### src/rtl/xgbe_mac_tx_arbiter_pkg.sv
// Shared definitions for the XGBE MAC TX arbiter: source indices, one-hot
// grant codes and FSM state encoding.
package xgbe_mac_tx_arbiter_pkg;

  localparam int SRC_AXI_DMA  = 0;
  localparam int SRC_PCIE_DMA = 1;
  localparam int SRC_DOCE     = 2;
  localparam int NUM_SRC      = 3;

  localparam logic [NUM_SRC-1:0] GNT_NONE = 3'b000;
  localparam logic [NUM_SRC-1:0] GNT_AXI  = 3'b001;
  localparam logic [NUM_SRC-1:0] GNT_PCIE = 3'b010;
  localparam logic [NUM_SRC-1:0] GNT_DOCE = 3'b100;

  typedef enum logic [0:0] {
    ST_IDLE = 1'b0,
    ST_XFER = 1'b1
  } tx_state_e;

endpackage

### src/rtl/xgbe_mac_tx_arbiter_rr_arb3.sv
// Combinational 3-way round-robin arbiter with optional DoCE strict priority.
// The search starts at the source after last_grant; an invalid last_grant
// code is treated like DoCE so the search then starts at the AXI DMA source.
module rr_arb3
  import xgbe_mac_tx_arbiter_pkg::*;
(
  input  logic [NUM_SRC-1:0] req,
  input  logic [NUM_SRC-1:0] last_grant,
  input  logic               prio_en,
  output logic [NUM_SRC-1:0] gnt,
  output logic               any
);

  // Pick one requester: DoCE first when priority mode is on, else rotate.
  always_comb begin
    gnt = GNT_NONE;
    any = |req;
    if (prio_en && req[SRC_DOCE]) begin
      gnt = GNT_DOCE;
    end else begin
      case (last_grant)
        GNT_AXI: begin
          if (req[SRC_PCIE_DMA])     gnt = GNT_PCIE;
          else if (req[SRC_DOCE])    gnt = GNT_DOCE;
          else if (req[SRC_AXI_DMA]) gnt = GNT_AXI;
          else                       gnt = GNT_NONE;
        end
        GNT_PCIE: begin
          if (req[SRC_DOCE])          gnt = GNT_DOCE;
          else if (req[SRC_AXI_DMA])  gnt = GNT_AXI;
          else if (req[SRC_PCIE_DMA]) gnt = GNT_PCIE;
          else                        gnt = GNT_NONE;
        end
        default: begin
          if (req[SRC_AXI_DMA])       gnt = GNT_AXI;
          else if (req[SRC_PCIE_DMA]) gnt = GNT_PCIE;
          else if (req[SRC_DOCE])     gnt = GNT_DOCE;
          else                        gnt = GNT_NONE;
        end
      endcase
    end
  end

endmodule

### src/rtl/xgbe_mac_tx_arbiter.sv
// Packet-granular scheduler merging AXI DMA, PCIe DMA and DoCE AXIS streams
// onto the single XGBE MAC TX port. The grant is decided in IDLE, held for a
// whole packet in XFER and dropped after the accepted tlast beat. Source
// tready depends only on the registered grant and MAC tready, never on any
// source tvalid.
module xgbe_mac_tx_arbiter
  import xgbe_mac_tx_arbiter_pkg::*;
#(
  parameter int DATA_W    = 64,
  parameter int CNT_W     = 32,
  parameter int DOCE_PRIO = 0
) (
  input  logic                xgemac_clk_156,
  input  logic                xgbe_mac_resetn,
  input  logic [DATA_W-1:0]   axi_dma_to_xgbe_mac_tdata,
  input  logic [DATA_W/8-1:0] axi_dma_to_xgbe_mac_tkeep,
  input  logic                axi_dma_to_xgbe_mac_tlast,
  input  logic                axi_dma_to_xgbe_mac_tvalid,
  output logic                axi_dma_to_xgbe_mac_tready,
  input  logic [DATA_W-1:0]   pcie_dma_to_xgbe_mac_tdata,
  input  logic [DATA_W/8-1:0] pcie_dma_to_xgbe_mac_tkeep,
  input  logic                pcie_dma_to_xgbe_mac_tlast,
  input  logic                pcie_dma_to_xgbe_mac_tvalid,
  output logic                pcie_dma_to_xgbe_mac_tready,
  input  logic [DATA_W-1:0]   doce_to_xgbe_mac_tdata,
  input  logic [DATA_W/8-1:0] doce_to_xgbe_mac_tkeep,
  input  logic                doce_to_xgbe_mac_tlast,
  input  logic                doce_to_xgbe_mac_tvalid,
  output logic                doce_to_xgbe_mac_tready,
  output logic [DATA_W-1:0]   xgbe_mac_axis_tx_tdata,
  output logic [DATA_W/8-1:0] xgbe_mac_axis_tx_tkeep,
  output logic                xgbe_mac_axis_tx_tlast,
  output logic                xgbe_mac_axis_tx_tvalid,
  input  logic                xgbe_mac_axis_tx_tready,
  input  logic                doce_prio_en,
  output logic [CNT_W-1:0]    tx_pkt_cnt_axi_dma,
  output logic [CNT_W-1:0]    tx_pkt_cnt_pcie_dma,
  output logic [CNT_W-1:0]    tx_pkt_cnt_doce
);

  // A nonzero DOCE_PRIO hard-enables DoCE priority on top of the runtime bit.
  localparam logic PRIO_FORCE = (DOCE_PRIO != 0);

  tx_state_e          r_state;
  logic [NUM_SRC-1:0] r_grant;
  logic [NUM_SRC-1:0] r_last_grant;
  logic [CNT_W-1:0]   r_cnt_axi;
  logic [CNT_W-1:0]   r_cnt_pcie;
  logic [CNT_W-1:0]   r_cnt_doce;

  logic [NUM_SRC-1:0] w_req;
  logic [NUM_SRC-1:0] w_gnt;
  logic               w_any;
  logic               w_prio_en;
  logic [DATA_W-1:0]  w_tdata;
  logic [DATA_W/8-1:0] w_tkeep;
  logic               w_tlast;
  logic               w_tvalid;
  logic               w_accept_last;

  assign w_req     = {doce_to_xgbe_mac_tvalid, pcie_dma_to_xgbe_mac_tvalid,
                      axi_dma_to_xgbe_mac_tvalid};
  assign w_prio_en = doce_prio_en | PRIO_FORCE;

  rr_arb3 u_rr_arb3 (
    .req        (w_req),
    .last_grant (r_last_grant),
    .prio_en    (w_prio_en),
    .gnt        (w_gnt),
    .any        (w_any)
  );

  // Output mux: r_grant is only nonzero in XFER, so IDLE drives all zeros.
  always_comb begin
    w_tdata  = {DATA_W{1'b0}};
    w_tkeep  = {(DATA_W/8){1'b0}};
    w_tlast  = 1'b0;
    w_tvalid = 1'b0;
    case (r_grant)
      GNT_AXI: begin
        w_tdata  = axi_dma_to_xgbe_mac_tdata;
        w_tkeep  = axi_dma_to_xgbe_mac_tkeep;
        w_tlast  = axi_dma_to_xgbe_mac_tlast;
        w_tvalid = axi_dma_to_xgbe_mac_tvalid;
      end
      GNT_PCIE: begin
        w_tdata  = pcie_dma_to_xgbe_mac_tdata;
        w_tkeep  = pcie_dma_to_xgbe_mac_tkeep;
        w_tlast  = pcie_dma_to_xgbe_mac_tlast;
        w_tvalid = pcie_dma_to_xgbe_mac_tvalid;
      end
      GNT_DOCE: begin
        w_tdata  = doce_to_xgbe_mac_tdata;
        w_tkeep  = doce_to_xgbe_mac_tkeep;
        w_tlast  = doce_to_xgbe_mac_tlast;
        w_tvalid = doce_to_xgbe_mac_tvalid;
      end
      default: begin
        w_tdata  = {DATA_W{1'b0}};
        w_tkeep  = {(DATA_W/8){1'b0}};
        w_tlast  = 1'b0;
        w_tvalid = 1'b0;
      end
    endcase
  end

  assign w_accept_last = w_tvalid & w_tlast & xgbe_mac_axis_tx_tready;

  assign xgbe_mac_axis_tx_tdata      = w_tdata;
  assign xgbe_mac_axis_tx_tkeep      = w_tkeep;
  assign xgbe_mac_axis_tx_tlast      = w_tlast;
  assign xgbe_mac_axis_tx_tvalid     = w_tvalid;
  assign axi_dma_to_xgbe_mac_tready  = r_grant[SRC_AXI_DMA]  & xgbe_mac_axis_tx_tready;
  assign pcie_dma_to_xgbe_mac_tready = r_grant[SRC_PCIE_DMA] & xgbe_mac_axis_tx_tready;
  assign doce_to_xgbe_mac_tready     = r_grant[SRC_DOCE]     & xgbe_mac_axis_tx_tready;
  assign tx_pkt_cnt_axi_dma          = r_cnt_axi;
  assign tx_pkt_cnt_pcie_dma         = r_cnt_pcie;
  assign tx_pkt_cnt_doce             = r_cnt_doce;

  // FSM: grant on IDLE request, release on accepted tlast, count packets.
  always_ff @(posedge xgemac_clk_156 or negedge xgbe_mac_resetn) begin
    if (!xgbe_mac_resetn) begin
      r_state      <= ST_IDLE;
      r_grant      <= GNT_NONE;
      r_last_grant <= GNT_DOCE;
      r_cnt_axi    <= {CNT_W{1'b0}};
      r_cnt_pcie   <= {CNT_W{1'b0}};
      r_cnt_doce   <= {CNT_W{1'b0}};
    end else begin
      case (r_state)
        ST_IDLE: begin
          if (w_any) begin
            r_grant <= w_gnt;
            r_state <= ST_XFER;
          end else begin
            r_grant <= GNT_NONE;
            r_state <= ST_IDLE;
          end
        end
        ST_XFER: begin
          if (w_accept_last) begin
            r_state      <= ST_IDLE;
            r_grant      <= GNT_NONE;
            r_last_grant <= r_grant;
            case (r_grant)
              GNT_AXI:  r_cnt_axi  <= r_cnt_axi  + CNT_W'(1);
              GNT_PCIE: r_cnt_pcie <= r_cnt_pcie + CNT_W'(1);
              GNT_DOCE: r_cnt_doce <= r_cnt_doce + CNT_W'(1);
              default:  r_cnt_axi  <= r_cnt_axi;
            endcase
          end else begin
            r_state <= ST_XFER;
          end
        end
        default: begin
          r_state <= ST_IDLE;
          r_grant <= GNT_NONE;
        end
      endcase
    end
  end

endmodule

### config.mk
export PLATFORM = sky130hd
export DESIGN_NAME = xgbe_mac_tx_arbiter
export DESIGN_NICKNAME = d
export VERILOG_FILES = /design/src/rtl/xgbe_mac_tx_arbiter_pkg.sv /design/src/rtl/xgbe_mac_tx_arbiter_rr_arb3.sv /design/src/rtl/xgbe_mac_tx_arbiter.sv
export SDC_FILE = /design/constraint.sdc
export NUM_CORES = 1
export LEC_CHECK = 0
export CELL_PAD_IN_SITES_DETAIL_PLACEMENT = 0
export CELL_PAD_IN_SITES_GLOBAL_PLACEMENT = 1
export CORE_MARGIN = 5
export CORE_UTILIZATION = 26
export DETAILED_ROUTE_END_ITERATION = 10
export GPL_TIMING_DRIVEN = 0
export PLACE_DENSITY = 0.93
export SYNTH_ARGS = -nofsm -noshare
export SYNTH_HDL_FRONTEND = slang
export SYNTH_HIERARCHICAL = 1
export SYNTH_SLANG_ARGS = --single-unit
### constraint.sdc
create_clock -name xgemac_clk_156 -period 2.9 [get_ports xgemac_clk_156]
set_clock_uncertainty 0.1 [all_clocks]
set_input_delay 0.87 -clock xgemac_clk_156 [delete_from_list [all_inputs] [get_ports xgemac_clk_156]]
set_output_delay 0.87 -clock xgemac_clk_156 [all_outputs]
set_load 0.01 [all_outputs]
==> results of run 1 <==
==> cells in the mapped netlist (2+ instances only) <==
cell type / n / area [um^2]
nor3_1: 29 / 145
nor3b_1: 2 / 15.0
inv_1: 14 / 52.6
inv_2: 2 / 7.51
o21ai_1: 2 / 10.0
dfrtp_1: 102 / 2550
nand2b_1: 2 / 12.5
o21ai_0: 72 / 360
and2_1: 10 / 62.6
ha_1: 3 / 37.5
a22oi_1: 72 / 541
nor2_1: 19 / 71.3
a21o_1: 2 / 15.0
nor2b_1: 6 / 37.5
buf_2: 6 / 30.0
mux2_2: 3 / 33.8
nand2_1: 113 / 424
nor3_2: 4 / 40.0
a32o_1: 3 / 30.0
a221oi_2: 2 / 30.0
xor2_1: 58 / 508
nor4bb_1: 3 / 30.0
xnor2_1: 36 / 315
and4_1: 5 / 43.8
nand4_2: 3 / 37.5
nand4_1: 26 / 163
nand3_1: 33 / 165
nor4_2: 12 / 150
clkbuf_1: 34 / 128
or3_1: 3 / 18.8
nor4_1: 9 / 56.3
buf_4: 3 / 22.5
and3_1: 10 / 62.6
==> repair_timing <==
item,in CTS,in global routing
buffers inserted,17,3
cloned,3,6
endpoints found under the setup margin,83,75
pin swaps,8,2
gates resized for setup,455,73
==> flip-flops by register name, summed over array words and instances (netlist names) <==
signal	count
tx_pkt_cnt_axi_dma	32
r_last_grant	3
tx_pkt_cnt_doce	32
tx_pkt_cnt_pcie_dma	32
r_state	1
r_grant	3
==> layer usage <==
metal | track usage | vias up | wire length (um)
met5 | 0 | - | 63
li1 | - | 3467 | -
met1 | 0.238 | 3595 | 11800
met2 | 0.367 | 318 | 15600
met4 | 0.0423 | 12 | 621
met3 | 0.0882 | 47 | 3050
==> critical path: stages (launching register included) <==
cell and delay (ns):
dfrtp_1 0.38, buf_6 0.14, nor3b_4 0.23, buf_6 0.17, buf_12 0.14, clkbuf_16 0.15, nand2_1 0.05, o21ai_1 0.10
buf_2 0.18
==> stage by stage <==
| step | setup slack (ns) | hold WS, ns | setup TNS, ns | power [mW] |
|---|---|---|---|---|
| 2_1_floorplan | 0.262 | 0.392 | 0 | 2.79 |
| 3_3_place_gp | -3.00 | 0.358 | -381.94 | 4.50 |
| 3_5_place_dp | -0.928 | 0.362 | -76.27 | 4.51 |
| 4_1_cts | -0.00316 | 0.374 | -0.00617 | 5.80 |
| 5_1_grt | -0.0496 | 0.388 | -0.214 | 6.31 |
| 6_report | 0.0411 | 0.373 | 0 | 6.02 |
==> how the worst max path moves through the flow <==
stage                          startpoint                         end  cells past startpoint
after detailed placement       r_grant[0]  xgbe_mac_axis_tx_tdata[63]                      7
after global placement    xgbe_mac_resetn          tx_pkt_cnt_doce[1]                      1
after CTS                      r_grant[0]  xgbe_mac_axis_tx_tdata[31]                      8
after global routing           r_grant[1]  xgbe_mac_axis_tx_tdata[63]                      8
final                          r_grant[1]  xgbe_mac_axis_tx_tdata[55]                      8
after floorplan                r_grant[0]   xgbe_mac_axis_tx_tdata[0]                      6
==> power breakdown <==
part / switching, mW / internal [mW]
logic: 1.72 / 1.58
clock network: 0.562 / 0.611
registers: 0.0522 / 1.49
==> layout make-up <==
type / instances / share of cell area
repair buffers: 427 / 0.346
multi-input cells: 553 / 0.323
flip-flops and latches: 103 / 0.225
plain buffers: 43 / 0.0406
well taps: 324 / 0.0354
clock buffers: 10 / 0.0208
inverters: 16 / 0.00524
clock inverters: 6 / 0.00382
diodes: 2 / 0.000436
==> layout by cell type, fill, tap and decap left out, types with 3 or more instances in the layout <==
cell type,netlist,routed
o21ai_0,72,39
xnor2_1,36,36
nor2b_1,6,4
nor4_1,9,9
buf_8,0,6
a22oi_1,72,68
clkbuf_2,0,8
clkbuf_16,0,15
nor3_2,4,4
and2_1,10,9
mux2_2,3,3
clkdlybuf4s50_1,0,315
nand3_1,33,33
o21ai_1,2,26
and3_1,10,10
a32o_1,3,3
nand4_1,26,26
buf_6,1,11
nand2_1,113,100
inv_1,14,14
dfrtp_1,102,101
nor3_1,29,29
nand4_2,3,3
and4_1,5,5
buf_4,3,21
buf_2,6,73
or3_1,3,3
nand2_2,0,13
a22oi_2,0,4
nor2_1,19,18
nor4_2,12,12
clkbuf_8,0,16
clkbuf_1,34,4
ha_1,3,3
xor2_1,58,58
o21ai_2,0,9
dlygate4sd2_1,0,6
==> kinds of logic after synthesis <==
family,after synthesis
fa+ha+maj,3
compound gates,156
buf+inv,60
xor+xnor,94
simple gates,297
flops,103
mux,3
==> results.cfg, run 1 <==
[setup_path]
r2r_slack_ns = 0.22
cp_max_fo = 7
timing.rr.start = r_grant[2]
worst_setup_path_end_kind = output pin
critPathRequiredTime_ns = 1.93
worstSetupPathType = reg2out
arrival_ns = 1.89
r2r_cells = 10
r2r-end = tx_pkt_cnt_pcie_dma[1]
cp-start-kind = flop

[sta]
final.min_clock_period_ns = 2.86
hold_viol_final = 0
max_slew_margin = 0.647
slew_violations = 0
fmax_mhz = 350
rsz0062_at_grt = true
tightestPinTransition_ns = 0.523
fin_crit_sh = 0.986
setup_violations = 0

[layout]
seq_area_mm2 = 0.00258
finalNetCount = 1382
final_cells = 1484
multi_input_area_mm2 = 0.00370
utilization = 0.473
drive_gt1_frac = 0.194
syn_to_final_growth_pct = 80.0
final_area_mm2 = 0.0115
n_fill_cell = 2375

[synth]
synth-edff-count = 0
synth_fp_nets = 945
async_reset_ff_frac = 1.00
syn_area_per_cell_um2 = 8.89
synth-xor-area-share = 0.129
synth_seq_area_share = 0.405
ys_types = 46
synth-seq-cells = 103
syn-instance-count = 716
synthAdderAreaFrac = 0.00589
synth_flop_cell = dfrtp_1
synth_compound_area_frac = 0.159
synth_top_family_by_area = simple AND/OR/NAND/NOR gates
yosys-mux-area-fraction = 0.00530
syn_area_mm2 = 0.00637
ys_warn_count = 6
synth-simple-area-share = 0.256

[worst_hold_path]
hp-start = tx_pkt_cnt_axi_dma[31]
hold_class = reg2reg
whs_endpoint = tx_pkt_cnt_axi_dma[31]
min_path_cells = 1

[detailed_routing]
wl_um = 31200
wire_per_inst_um = 21.0
via_per_inst = 5.01
drtAntennaViolNets = 0
drt-initial-drc-count = 564
dr.pass1.iters = 5
num_vias = 7439
drc = 0

[floorplanning]
die-area_mm2 = 0.0277
fp.dieW_um = 167
core.rowCount = 57
ios = 399
start_util = 0.263
die_h_um = 167
core_area_mm2 = 0.0242

[clocking]
clkLatencyLatePin_ns = 0.35
ctsHoldBuffers = 0
cts.path.max_buffers = 2
htree_levels = 3
clock_sinks = 103
cts_root_buffer = clkbuf_16
clk_pin_slew_ns = 0.07
cts_tree = yes
numCtsBuffers = 9

[power]
powerDensity_mw_per_mm2 = 525
p_leak_nw = 4.98
ir_drop_uv = 239

[global_routing]
grt.total_usage = 0.209
grt.overflow.total = 0
grt_pass1_vias = 7555
grt_max_degree = 65
antenna_found_initial = 9
grt_pass1_wl_um = 45700

[placement]
placed_cell_area_mm2 = 0.0108
dp.cells = 1439
detailed_place_hpwl_um = 24300
place.port_buffers = 398
place_congestion = 0.980

[run]
max_cap_violations = 0

[status]
outcome = finished clean
(Power assumes the default switching activity.)
==> run 2: changes to the inputs <==
--- a/config.mk
+++ b/config.mk
@@ -16,3 +16,4 @@
 export SYNTH_HDL_FRONTEND = slang
 export SYNTH_HIERARCHICAL = 1
 export SYNTH_SLANG_ARGS = --single-unit
+export TNS_END_PERCENT = 50
==> results.cfg, run 2 (same netlist as run 1, synthesis figures left out) <==
[worst_hold_path]
hold_class = reg2reg

[run]
max_cap_violations = 0

[layout]
layout_commonest_cell = clkdlybuf4s50_1
n_fill_cell = 2359
utilization = 0.476
syn_to_final_growth_pct = 81.1
seq_area_mm2 = 0.00258
final_cell_mix = clkdlybuf4s50_1, nand2_1, dfrtp_1
finalNetCount = 1384
drive_gt1_frac = 0.196
multi_input_area_mm2 = 0.00370

[setup_path]
cpPeakStageDelay_ns = 0.49
crit_chain = clkdlybuf4s50_1 -> a22oi_1 -> o21ai_0 -> clkdlybuf4s15_1
r2r_slack_ns = 0.21
worstSetupPathType = in2out
arrival_ns = 1.87
worst_setup_path_end_kind = output pin
cp_max_fo = 1
critPathRequiredTime_ns = 1.93
cpMaxStageDelayCell = clkdlybuf4s50_1
cp-start-kind = input port

[clocking]
numCtsBuffers = 9
htree_levels = 3
cts_tree = yes
clock_sinks = 103
clk_pin_slew_ns = 0.07
cts.path.max_buffers = 2
cts_root_buffer = clkbuf_16
clkLatencyLatePin_ns = 0.35

[detailed_routing]
wl_um = 31300
drt-initial-drc-count = 585
via_per_inst = 4.99
wire_per_inst_um = 21.1
dr.pass1.iters = 5
num_vias = 7419
drc = 0
drtAntennaViolNets = 0

[sta]
fmax_mhz = 352
setup_violations = 0
slew_violations = 0
fin_crit_sh = 0.980
final.min_clock_period_ns = 2.84
rsz0062_at_grt = true
layout_setup_ws_ns = 0.0573
tightestPinTransition_ns = 0.546
hold_viol_final = 0
max_slew_margin = 0.636

[floorplanning]
die-area_mm2 = 0.0277
core_area_mm2 = 0.0242
start_util = 0.263
die_h_um = 167
ios = 399
core.rowCount = 57
fp.dieW_um = 167

[placement]
detailed_place_hpwl_um = 24300
place_congestion = 0.980
pre_cts_slack_ns = -0.928
place.port_buffers = 398

[power]
powerDensity_mw_per_mm2 = 528
p_leak_nw = 5.02
ir_drop_uv = 241

[global_routing]
grt.total_usage = 0.208
antenna_found_initial = 9
grt_pass1_vias = 7545
grt_pass1_wl_um = 45600
grt_max_degree = 65
grt.overflow.total = 0

[status]
outcome = finished clean
-- run 2: critical path, delay by kind of cell --
family          cells  cell delay [ns]
compound gates      2             0.22
buf+inv             2             0.78
-- run 2: final cells by class --
type / count / share of cell area
plain buffers: 44 / 0.0419
flip-flops and latches: 103 / 0.224
diodes: 2 / 0.000434
inverters: 16 / 0.00521
well taps: 324 / 0.0351
multi-input cells: 553 / 0.321
repair buffers: 428 / 0.348
clock inverters: 6 / 0.00380
clock buffers: 10 / 0.0207
-- run 2: what timing repair did --
item	CTS	global route
pin swaps	8	7
cloned	3	7
endpoints found under the setup margin	83	75
gates resized for setup	408	124
hold buffers	0	0
buffers inserted	17	3
-- run 2: final timing paths --
| check | start | endpoint | cells after the start |
|---|---|---|---|
| worst min register to register | tx_pkt_cnt_axi_dma[31] | tx_pkt_cnt_axi_dma[31] | 1 |
| min in group asynchronous | xgbe_mac_resetn | tx_pkt_cnt_pcie_dma[20] | 1 |
| worst max register to register | r_grant[2] | tx_pkt_cnt_pcie_dma[1] | 10 |
| worst max-delay path | axi_dma_to_xgbe_mac_tdata[32] | xgbe_mac_axis_tx_tdata[32] | 4 |
| max in group asynchronous | xgbe_mac_resetn | r_last_grant[2] | 2 |
| worst min-delay path | tx_pkt_cnt_axi_dma[31] | tx_pkt_cnt_axi_dma[31] | 1 |
-- run 2: through the flow --
stage	cells	area [um^2]	TNS [ns]	hold WS, ns	power (mW)
after floorplan	716	6370	0	0.392	2.79
after global placement	1438	10800	-381.94	0.358	4.50
after detailed placement	1439	10800	-76.27	0.362	4.51
after CTS	1475	11300	-0.852	0.374	5.81
after global routing	1484	11500	-0.117	0.388	6.38
final	1486	11500	0	0.372	6.09
-- run 2: metal layers --
layer / vias up / routed length (um) / track usage
li1: 3464 / - / -
met1: 3570 / 11800 / 0.236
met2: 326 / 15700 / 0.368
met3: 47 / 3120 / 0.0884
met4: 12 / 623 / 0.0430
met5: - / 63 / 0
-- run 2: power by group --
part	leakage [nW]	internal [mW]	total (mW)	switching (mW)
Clock	0.139	0.611	1.17	0.563
Sequential	1.37	1.49	1.54	0.0512
Combinational	3.51	1.63	3.37	1.74
